## src/rtl/gameconsole_pkg.sv

```systemverilog
// Shared types and constants for the VRAM DMA engine and its register map.
package gameconsole_pkg;

    typedef enum logic [1:0] {
        IDLE  = 2'd0,
        RUN   = 2'd1,
        FLUSH = 2'd2
    } dma_state_t;

    localparam logic [1:0] DMA_REG_SRC  = 2'd0;
    localparam logic [1:0] DMA_REG_DST  = 2'd1;
    localparam logic [1:0] DMA_REG_LEN  = 2'd2;
    localparam logic [1:0] DMA_REG_CTRL = 2'd3;

    localparam int CTRL_START    = 0;
    localparam int CTRL_VBL_ONLY = 1;
    localparam int CTRL_IRQ_EN   = 2;
    localparam int CTRL_ABORT    = 3;
    localparam int CTRL_BUSY     = 8;
    localparam int CTRL_DONE     = 9;

    localparam logic [31:0] VRAM_BASE = 32'h0600_0000;

endpackage

```

## src/rtl/vram_dma_fifo.sv

```systemverilog
// Synchronous FIFO buffering DMA source words ahead of their VRAM slot.
module sync_fifo #(
    parameter int DEPTH  = 4,
    parameter int DATA_W = 32
) (
    input  logic                     clk,
    input  logic                     rst_n,
    input  logic                     clear,
    input  logic                     push,
    input  logic [DATA_W-1:0]        din,
    input  logic                     pop,
    output logic [DATA_W-1:0]        dout,
    output logic [$clog2(DEPTH):0]   count,
    output logic                     full,
    output logic                     empty
);

    localparam int AW = $clog2(DEPTH);
    localparam int CW = AW + 1;

    logic [DATA_W-1:0] mem [DEPTH];
    logic [AW-1:0]     wr_ptr;
    logic [AW-1:0]     rd_ptr;
    logic              do_push;
    logic              do_pop;

    assign full    = (count == CW'(DEPTH));
    assign empty   = (count == '0);
    assign do_push = push && !full;
    assign do_pop  = pop && !empty;
    assign dout    = mem[rd_ptr];

    always_ff @(posedge clk or negedge rst_n) begin
        if (!rst_n) begin
            wr_ptr <= '0;
            rd_ptr <= '0;
            count  <= '0;
        end else if (clear) begin
            wr_ptr <= '0;
            rd_ptr <= '0;
            count  <= '0;
        end else begin
            if (do_push) wr_ptr <= wr_ptr + AW'(1);
            if (do_pop)  rd_ptr <= rd_ptr + AW'(1);
            case ({do_push, do_pop})
                2'b10:   count <= count + CW'(1);
                2'b01:   count <= count - CW'(1);
                default: count <= count;
            endcase
        end
    end

    always_ff @(posedge clk) begin
        if (do_push && !clear) mem[wr_ptr] <= din;
    end

endmodule

```

## src/rtl/vram_dma.sv

```systemverilog
// VRAM port owner: arbitrates CPU accesses against a main-memory-to-VRAM block-copy DMA.
module vram_dma
    import gameconsole_pkg::*;
#(
    parameter int FIFO_DEPTH = 4,
    parameter int STARVE_MAX = 8,
    parameter int ADDR_INC   = 4
) (
    input  logic        clk,
    input  logic        rst_n,
    input  logic        cfg_en,
    input  logic        cfg_we,
    input  logic [1:0]  cfg_addr,
    input  logic [31:0] cfg_din,
    output logic [31:0] cfg_dout,
    input  logic        cpu_en,
    input  logic        cpu_we,
    input  logic [31:0] cpu_addr,
    input  logic [31:0] cpu_din,
    output logic [31:0] cpu_dout,
    output logic        cpu_stall,
    output logic        src_req,
    output logic [31:0] src_addr,
    input  logic        src_gnt,
    input  logic        src_rvalid,
    input  logic [31:0] src_rdata,
    output logic        vram_en,
    output logic        vram_we,
    output logic [31:0] vram_addr,
    output logic [31:0] vram_din,
    input  logic [31:0] vram_dout,
    input  logic        vblank,
    output logic        irq
);

    localparam int CW = $clog2(FIFO_DEPTH) + 1;
    localparam int OW = ($clog2(FIFO_DEPTH + 1) > 3) ? $clog2(FIFO_DEPTH + 1) : 3;
    localparam int SW = $clog2(STARVE_MAX + 1);

    dma_state_t state, state_next;

    logic [31:0]   src_reg, dst_reg, src_ptr, dst_ptr;
    logic [15:0]   len_reg, fetched, written;
    logic          vbl_only, irq_en, done, finish;
    logic [OW-1:0] outstanding;
    logic [SW-1:0] starve_cnt;

    logic [31:0]   fifo_dout;
    logic [CW-1:0] fifo_count;
    logic          fifo_full, fifo_empty, fifo_push;

    logic cfg_wr, ctrl_wr, start_req, abort_req, start_ok, busy;
    logic grant, rv_ok, dma_pending, starve_force, dma_win, last_write;

    assign cfg_wr    = cfg_en && cfg_we;
    assign ctrl_wr   = cfg_wr && (cfg_addr == DMA_REG_CTRL);
    assign start_req = ctrl_wr && cfg_din[CTRL_START];
    assign abort_req = ctrl_wr && cfg_din[CTRL_ABORT];
    assign busy      = (state != IDLE);
    assign start_ok  = start_req && (state == IDLE);

    // Budget counts words already buffered plus words still in flight, so grants never overrun the FIFO.
    assign src_req  = (state == RUN) && (fetched < len_reg) &&
                      ((32'(fifo_count) + 32'(outstanding)) < 32'(FIFO_DEPTH));
    assign src_addr = src_ptr;
    assign grant    = src_req && src_gnt;
    assign rv_ok    = src_rvalid && (outstanding != '0);
    assign fifo_push = rv_ok && (state == RUN) && !fifo_full;

    assign dma_pending  = (state == RUN) && !fifo_empty && !(vbl_only && !vblank);
    assign starve_force = dma_pending && (starve_cnt == SW'(STARVE_MAX));
    assign dma_win      = dma_pending && (!cpu_en || starve_force);
    assign last_write   = dma_win && ((written + 16'd1) == len_reg);

    assign cpu_stall = cpu_en && dma_win;
    assign vram_en   = cpu_en || dma_win;
    assign vram_we   = dma_win ? 1'b1 : (cpu_en && cpu_we);
    assign vram_addr = dma_win ? dst_ptr : (cpu_en ? cpu_addr : '0);
    assign vram_din  = dma_win ? fifo_dout : (cpu_en ? cpu_din : '0);
    assign cpu_dout  = vram_dout;
    assign irq       = done && irq_en;

    sync_fifo #(
        .DEPTH  (FIFO_DEPTH),
        .DATA_W (32)
    ) u_fifo (
        .clk   (clk),
        .rst_n (rst_n),
        .clear (state == FLUSH),
        .push  (fifo_push),
        .din   (src_rdata),
        .pop   (dma_win),
        .dout  (fifo_dout),
        .count (fifo_count),
        .full  (fifo_full),
        .empty (fifo_empty)
    );

    always_ff @(posedge clk or negedge rst_n) begin
        if (!rst_n) state <= IDLE;
        else        state <= state_next;
    end

    // Completion is tested before abort so a final write in the abort cycle still finishes the job.
    always_comb begin
        state_next = state;
        finish     = 1'b0;
        case (state)
            IDLE:  if (start_ok && (len_reg != '0)) state_next = RUN;
            RUN: begin
                if (last_write) begin
                    state_next = IDLE;
                    finish     = 1'b1;
                end else if (abort_req) begin
                    state_next = FLUSH;
                end
            end
            FLUSH: if (outstanding == '0) state_next = IDLE;
            default: state_next = IDLE;
        endcase
    end

    always_ff @(posedge clk or negedge rst_n) begin
        if (!rst_n) begin
            src_reg     <= '0;
            dst_reg     <= '0;
            len_reg     <= '0;
            vbl_only    <= 1'b0;
            irq_en      <= 1'b0;
            done        <= 1'b0;
            src_ptr     <= '0;
            dst_ptr     <= '0;
            fetched     <= '0;
            written     <= '0;
            outstanding <= '0;
            starve_cnt  <= '0;
        end else begin
            if (cfg_wr && !busy) begin
                case (cfg_addr)
                    DMA_REG_SRC: src_reg <= cfg_din;
                    DMA_REG_DST: dst_reg <= cfg_din;
                    DMA_REG_LEN: len_reg <= cfg_din[15:0];
                    default: ;
                endcase
            end
            if (ctrl_wr) begin
                vbl_only <= cfg_din[CTRL_VBL_ONLY];
                irq_en   <= cfg_din[CTRL_IRQ_EN];
            end
            if (start_ok) begin
                src_ptr <= src_reg;
                dst_ptr <= dst_reg;
                fetched <= '0;
                written <= '0;
                done    <= (len_reg == '0);
            end else begin
                if (grant) begin
                    src_ptr <= src_ptr + 32'(ADDR_INC);
                    fetched <= fetched + 16'd1;
                end
                if (dma_win) begin
                    dst_ptr <= dst_ptr + 32'(ADDR_INC);
                    written <= written + 16'd1;
                end
                if (finish)                            done <= 1'b1;
                else if (ctrl_wr && cfg_din[CTRL_DONE]) done <= 1'b0;
            end
            case ({grant, rv_ok})
                2'b10:   outstanding <= outstanding + OW'(1);
                2'b01:   outstanding <= outstanding - OW'(1);
                default: outstanding <= outstanding;
            endcase
            if (dma_win || !dma_pending) starve_cnt <= '0;
            else                         starve_cnt <= starve_cnt + SW'(1);
        end
    end

    always_comb begin
        cfg_dout = '0;
        case (cfg_addr)
            DMA_REG_SRC: cfg_dout = src_reg;
            DMA_REG_DST: cfg_dout = dst_reg;
            DMA_REG_LEN: cfg_dout = {16'h0000, len_reg};
            default: begin
                cfg_dout[CTRL_VBL_ONLY] = vbl_only;
                cfg_dout[CTRL_IRQ_EN]   = irq_en;
                cfg_dout[CTRL_BUSY]     = busy;
                cfg_dout[CTRL_DONE]     = done;
            end
        endcase
    end

endmodule

```

## config.mk

```make
export PLATFORM = sky130hd
export DESIGN_NAME = vram_dma
export DESIGN_NICKNAME = d
export VERILOG_FILES = /design/src/rtl/gameconsole_pkg.sv /design/src/rtl/vram_dma_fifo.sv /design/src/rtl/vram_dma.sv
export SDC_FILE = /design/constraint.sdc
export NUM_CORES = 1
export LEC_CHECK = 0
export CORE_ASPECT_RATIO = 1.5
export CORE_MARGIN = 2
export CORE_UTILIZATION = 25
export CTS_CLUSTER_SIZE = 10
export DETAILED_ROUTE_END_ITERATION = 16
export GPL_TIMING_DRIVEN = 0
export MAX_ROUTING_LAYER = met4
export SETUP_SLACK_MARGIN = 0.15
export SLEW_MARGIN = 40
export SYNTH_ARGS = -nofsm -noshare
export SYNTH_HDL_FRONTEND = slang
export SYNTH_SLANG_ARGS = --single-unit
```

## constraint.sdc

```tcl
create_clock -name clk -period 5.52 [get_ports clk]
set_input_delay 0.828 -clock clk [delete_from_list [all_inputs] [get_ports clk]]
set_output_delay 0.828 -clock clk [all_outputs]
set_load 0.01 [all_outputs]
```

==> summary by stage <==
Status
The flow ran to the end, and the final reports show no timing, DRC or antenna violations.

CTS
In this run the post-CTS setup repair buffer count came out at 0. The root buffer selected by CTS is clkbuf_16. The source-to-sink clock delay at the later pin of the worst-skew pair is 0.55 ns. The number of clock buffers inserted by TritonCTS is 39. The number of sinks handled by clock tree synthesis is approximately 320. The count of instances resized after the clock tree is built is 0. The number of levels in the clock H-tree is 2. TritonCTS built the clock tree. No sink is reached through more buffers than the 3 on the longest clock path. Clock-pin slew was measured on the worst setup and hold paths at 0.06 ns. The number of hold buffers added after CTS was 0.

STA
For this run, the top clock speed supported by timing is 0.1988 GHz. The minimum period implied by the final worst setup slack is 5.031 ns. The hold violation total from the final report is 0.

Across the routed clock network, the largest skew measured is 0.01403 ns. The tightest hold path in the finished design has a slack of 0.2377 ns. For the pin with the worst max-slew slack, the measured transition is 0.8356 ns. The portion of the clock cycle consumed by the worst path in the final layout is roughly nine tenths. Setup repair after global routing left no endpoint under its margin. The normalized max-slew margin is 43.70%. The final count of pins violating max slew is 0. The worst path meets setup with 0.4894 ns of slack. The count of endpoints failing setup in the final report is 0.

Synthesis
The share of the Yosys chip area taken by registers is 52.10%. In this run, distinct cell masters in the synthesized netlist total 63. The cell area that synthesis handed to floorplanning was 16740 um2. In the synthesized netlist, mux cells make up about 14% of the area.

For this run, the number of Yosys warnings is 0. The adder and majority gate portion of the synthesized area is 2.406%. After synthesis, the mean cell area works out to about 11 um2.

The simple-gate portion of the synthesized area is 14.90%. After Yosys synthesis, XOR and XNOR cells account for 1.935% of the synthesized area. The dominant combinational cell family by area after synthesis is simple AND/OR/NAND/NOR gates. The synthesized-area fraction occupied by ao, oa, aoi and oai cells is 10.02%. The number of flip-flops and latches in the synthesized netlist is 323. The post-synthesis cell count is between 1.5k and 2k.

In the synthesized netlist the async set-or-reset flop fraction comes to 60.37%. Yosys mapped a number of flops with a built-in enable equal to 128. The predominant post-synthesis flop cell is dfrtp_1. The number of nets in the synthesized netlist is 1718.

Min path
The tightest min-delay check is of the in2async type.

Final layout
The register area is 8723 um2. From synthesis to final layout, the design area changed by 32.07%. The final net count is 2066. The register with the most flip-flops is u_fifo.mem.

The number of standard cells in the final layout excluding fillers is around 2.8k. The register with the most flip-flops in the layout has 128 of them. The layout has 6837 filler cells. Of the cells placed in the final design, the portion with a size suffix greater than 1 is 13.35%. The area taken by multi-input logic gates is 7252 um2.

Detailed routing
The first detailed-routing pass ran for 6 iterations. The final layout contains routed wiring with a total length of about 60000 um. After detailed routing, the average wire length per cell comes to 21.93 um. The number of antenna-violating nets in the routed design is 0. The final routed DRC violation total is 0. The DRC marker count from the first detailed-route iteration is 1056. For this block, the via count after detailed routing is 13.72k. The via density per instance is between 4 and 5.

Placed design
The congestion estimate from routability-driven global placement came to 0.8999. After legalization and detailed placement, the total HPWL measured 46570 um. The number of buffers added on ports is between 300 and 400. At the placement stage, the worst setup path has a slack of 0.4492 ns.

The cell count after placement is 2708.

Critical path
STA classifies the critical path endpoint as an output port. In this run the worst setup path terminates at vram_addr[9]. STA classifies the critical path startpoint as an input pin. The critical path data required time is 4.69 ns. The largest fanout on the critical path is 10. The worst setup path startpoint is vblank. Measured in cells, the most critical reg-to-reg path has a length of 16. The worst setup path is of the in2out kind.

The capture instance of the worst register-to-register path is outstanding[2]$_DFFE_PN0P_. The setup check on the worst reg-to-reg path leaves a slack of 1.48 ns. The source of the worst register-to-register timing path is len_reg[7]$_DFFE_PN0P_. The data arrival at the endpoint of the critical path is 4.20 ns.

Floorplanning
The die covers 69110 um2. The floorplan die height is 321.0 um. Row generation in the floorplan step produced 116 rows. The initial core utilization is 25.19%.

The core area is between 60000 and 70000 um2. The die is 215.3 um wide. For this design the top-level I/O count stands at 336.

GRT
The via count of the first global-routing pass was about 14k. The total congestion overflow after global routing is 0. The first-pass GRT wire length is 89600 um. The overall track demand over capacity in global routing is approximately 18%.

Entering global routing, the biggest net connects 72 pins. The initial antenna violation count is 1.

Power
VDD sags by at most 178.1 uV. The power per unit of standard cell area is 436.7 nW/um2. The leakage power summed over all cells is 8.332 nW.

Run
Across the run, the number of max-cap violations was 0.
[routing by layer]
metal | GRT usage (%) | wire length, um
met1 | 19.79 | 23990
met2 | 31.86 | 31600
met3 | 2.468 | 3028
met4 | 6.912 | 2032
met5 | - | 0
[where the power goes]
group / switching [W] / internal [W]
combinational: 0.00167 / 0.00164
sequential: 0.000810 / 0.00317
clock: 0.000983 / 0.00138
total: 0.00346 / 0.00620
[cell families (layout without fill, tap and decap cells)]
kind of cell,after synthesis,in the layout
AOI/OAI and AO/OA,260,260
DFF,323,323
muxes,177,177
adders and majority gates,31,31
buffers and inverters,168,532
and+or+nand+nor,520,520
xor gates and xnor gates,37,37
other,0,1
[critical path: stages]
cell             delay (ns)
clkdlybuf4s50_1        0.50
nand2b_1               0.18
o2111ai_1              0.41
inv_1                  0.29
clkbuf_1               0.61
buf_1                  0.46
nand2_1                0.25
nand2_1                0.12
clkdlybuf4s50_1        0.54
[through the flow]
step / setup TNS, ns / utilization (%) / area (um2) / total power [W]
3_5_place_dp: 0 / 31.59 / 21000 / 0.007345
2_1_floorplan: 0 / - / 16740 / 0.005604
4_1_cts: 0 / 33.26 / 22110 / 0.009758
6_report: 0 / 33.27 / 22120 / 0.009658
5_1_grt: 0 / 33.27 / 22120 / 0.01018
3_3_place_gp: -949.41 / 31.39 / 20870 / 0.007221
[synth_stat cells, drive strengths merged (8+ instances only)]
cell type / instances / share of area, %
mux4: 36 / 4.8
xor2: 23 / 1.2
and4: 8 / 0.42
nand2b: 8 / 0.30
o31ai: 14 / 0.63
a221o: 28 / 1.7
nand2: 247 / 5.5
ha: 29 / 2.2
nor2: 58 / 1.3
and3: 17 / 0.64
nor4: 26 / 1.0
inv: 40 / 0.90
edfxtp: 128 / 23
mux2i: 50 / 3.0
dfrtp: 195 / 29
nand4: 24 / 0.90
nand3: 49 / 1.5
mux2: 91 / 6.1
buf: 60 / 2.3
o21ai: 127 / 3.8
and2: 19 / 0.71
o211ai: 9 / 0.40
nor3: 25 / 0.81
xnor2: 14 / 0.73
clkbuf: 68 / 1.5
nor3b: 9 / 0.40
a21oi: 23 / 0.69
[worst min path at each step]
stage / startpoint / to / cells past startpoint
after floorplan: dst_ptr[1]$_DFFE_PN0P_ / dst_ptr[1]$_DFFE_PN0P_ / 2
after global routing: rst_n / src_addr[0]$_DFFE_PN0P_ / 1
after detailed placement: src_addr[1]$_DFFE_PN0P_ / src_addr[1]$_DFFE_PN0P_ / 2
final: rst_n / dst_ptr[1]$_DFFE_PN0P_ / 1
after CTS: rst_n / dst_ptr[1]$_DFFE_PN0P_ / 1
after global placement: starve_cnt[0]$_DFF_PN0_ / starve_cnt[0]$_DFF_PN0_ / 1
[final cells by class]
cell class | instances | share of cell area (%)
Clock inverter | 3 | 0.1697
Multi-Input combinational cell | 1025 | 32.79
Tap cell | 885 | 5.007
Clock buffer | 54 | 4.860
Inverter | 40 | 0.6789
Sequential cell | 323 | 39.45
Timing Repair Buffer | 307 | 14.12
Antenna cell | 1 | 0.01132
Buffer | 128 | 2.914
[layout by cell type (no fill, tap or decap), types with 14 or more instances in the layout]
cell type / count
clkdlybuf4s50_1: 300
nand2_1: 247
dfrtp_1: 195
edfxtp_1: 128
o21ai_0: 127
mux2_2: 91
clkbuf_1: 74
nor2_1: 58
mux2i_1: 50
nand3_1: 48
clkbuf_16: 41
inv_1: 39
mux4_2: 36
buf_4: 35
ha_1: 29
a221o_1: 28
nor4_1: 24
nand4_1: 24
nor3_1: 23
a21oi_1: 23
xor2_1: 23
buf_2: 21
and3_1: 17
and2_1: 15
xnor2_1: 14
o31ai_1: 14
Power figures use the tool's default switching activity.
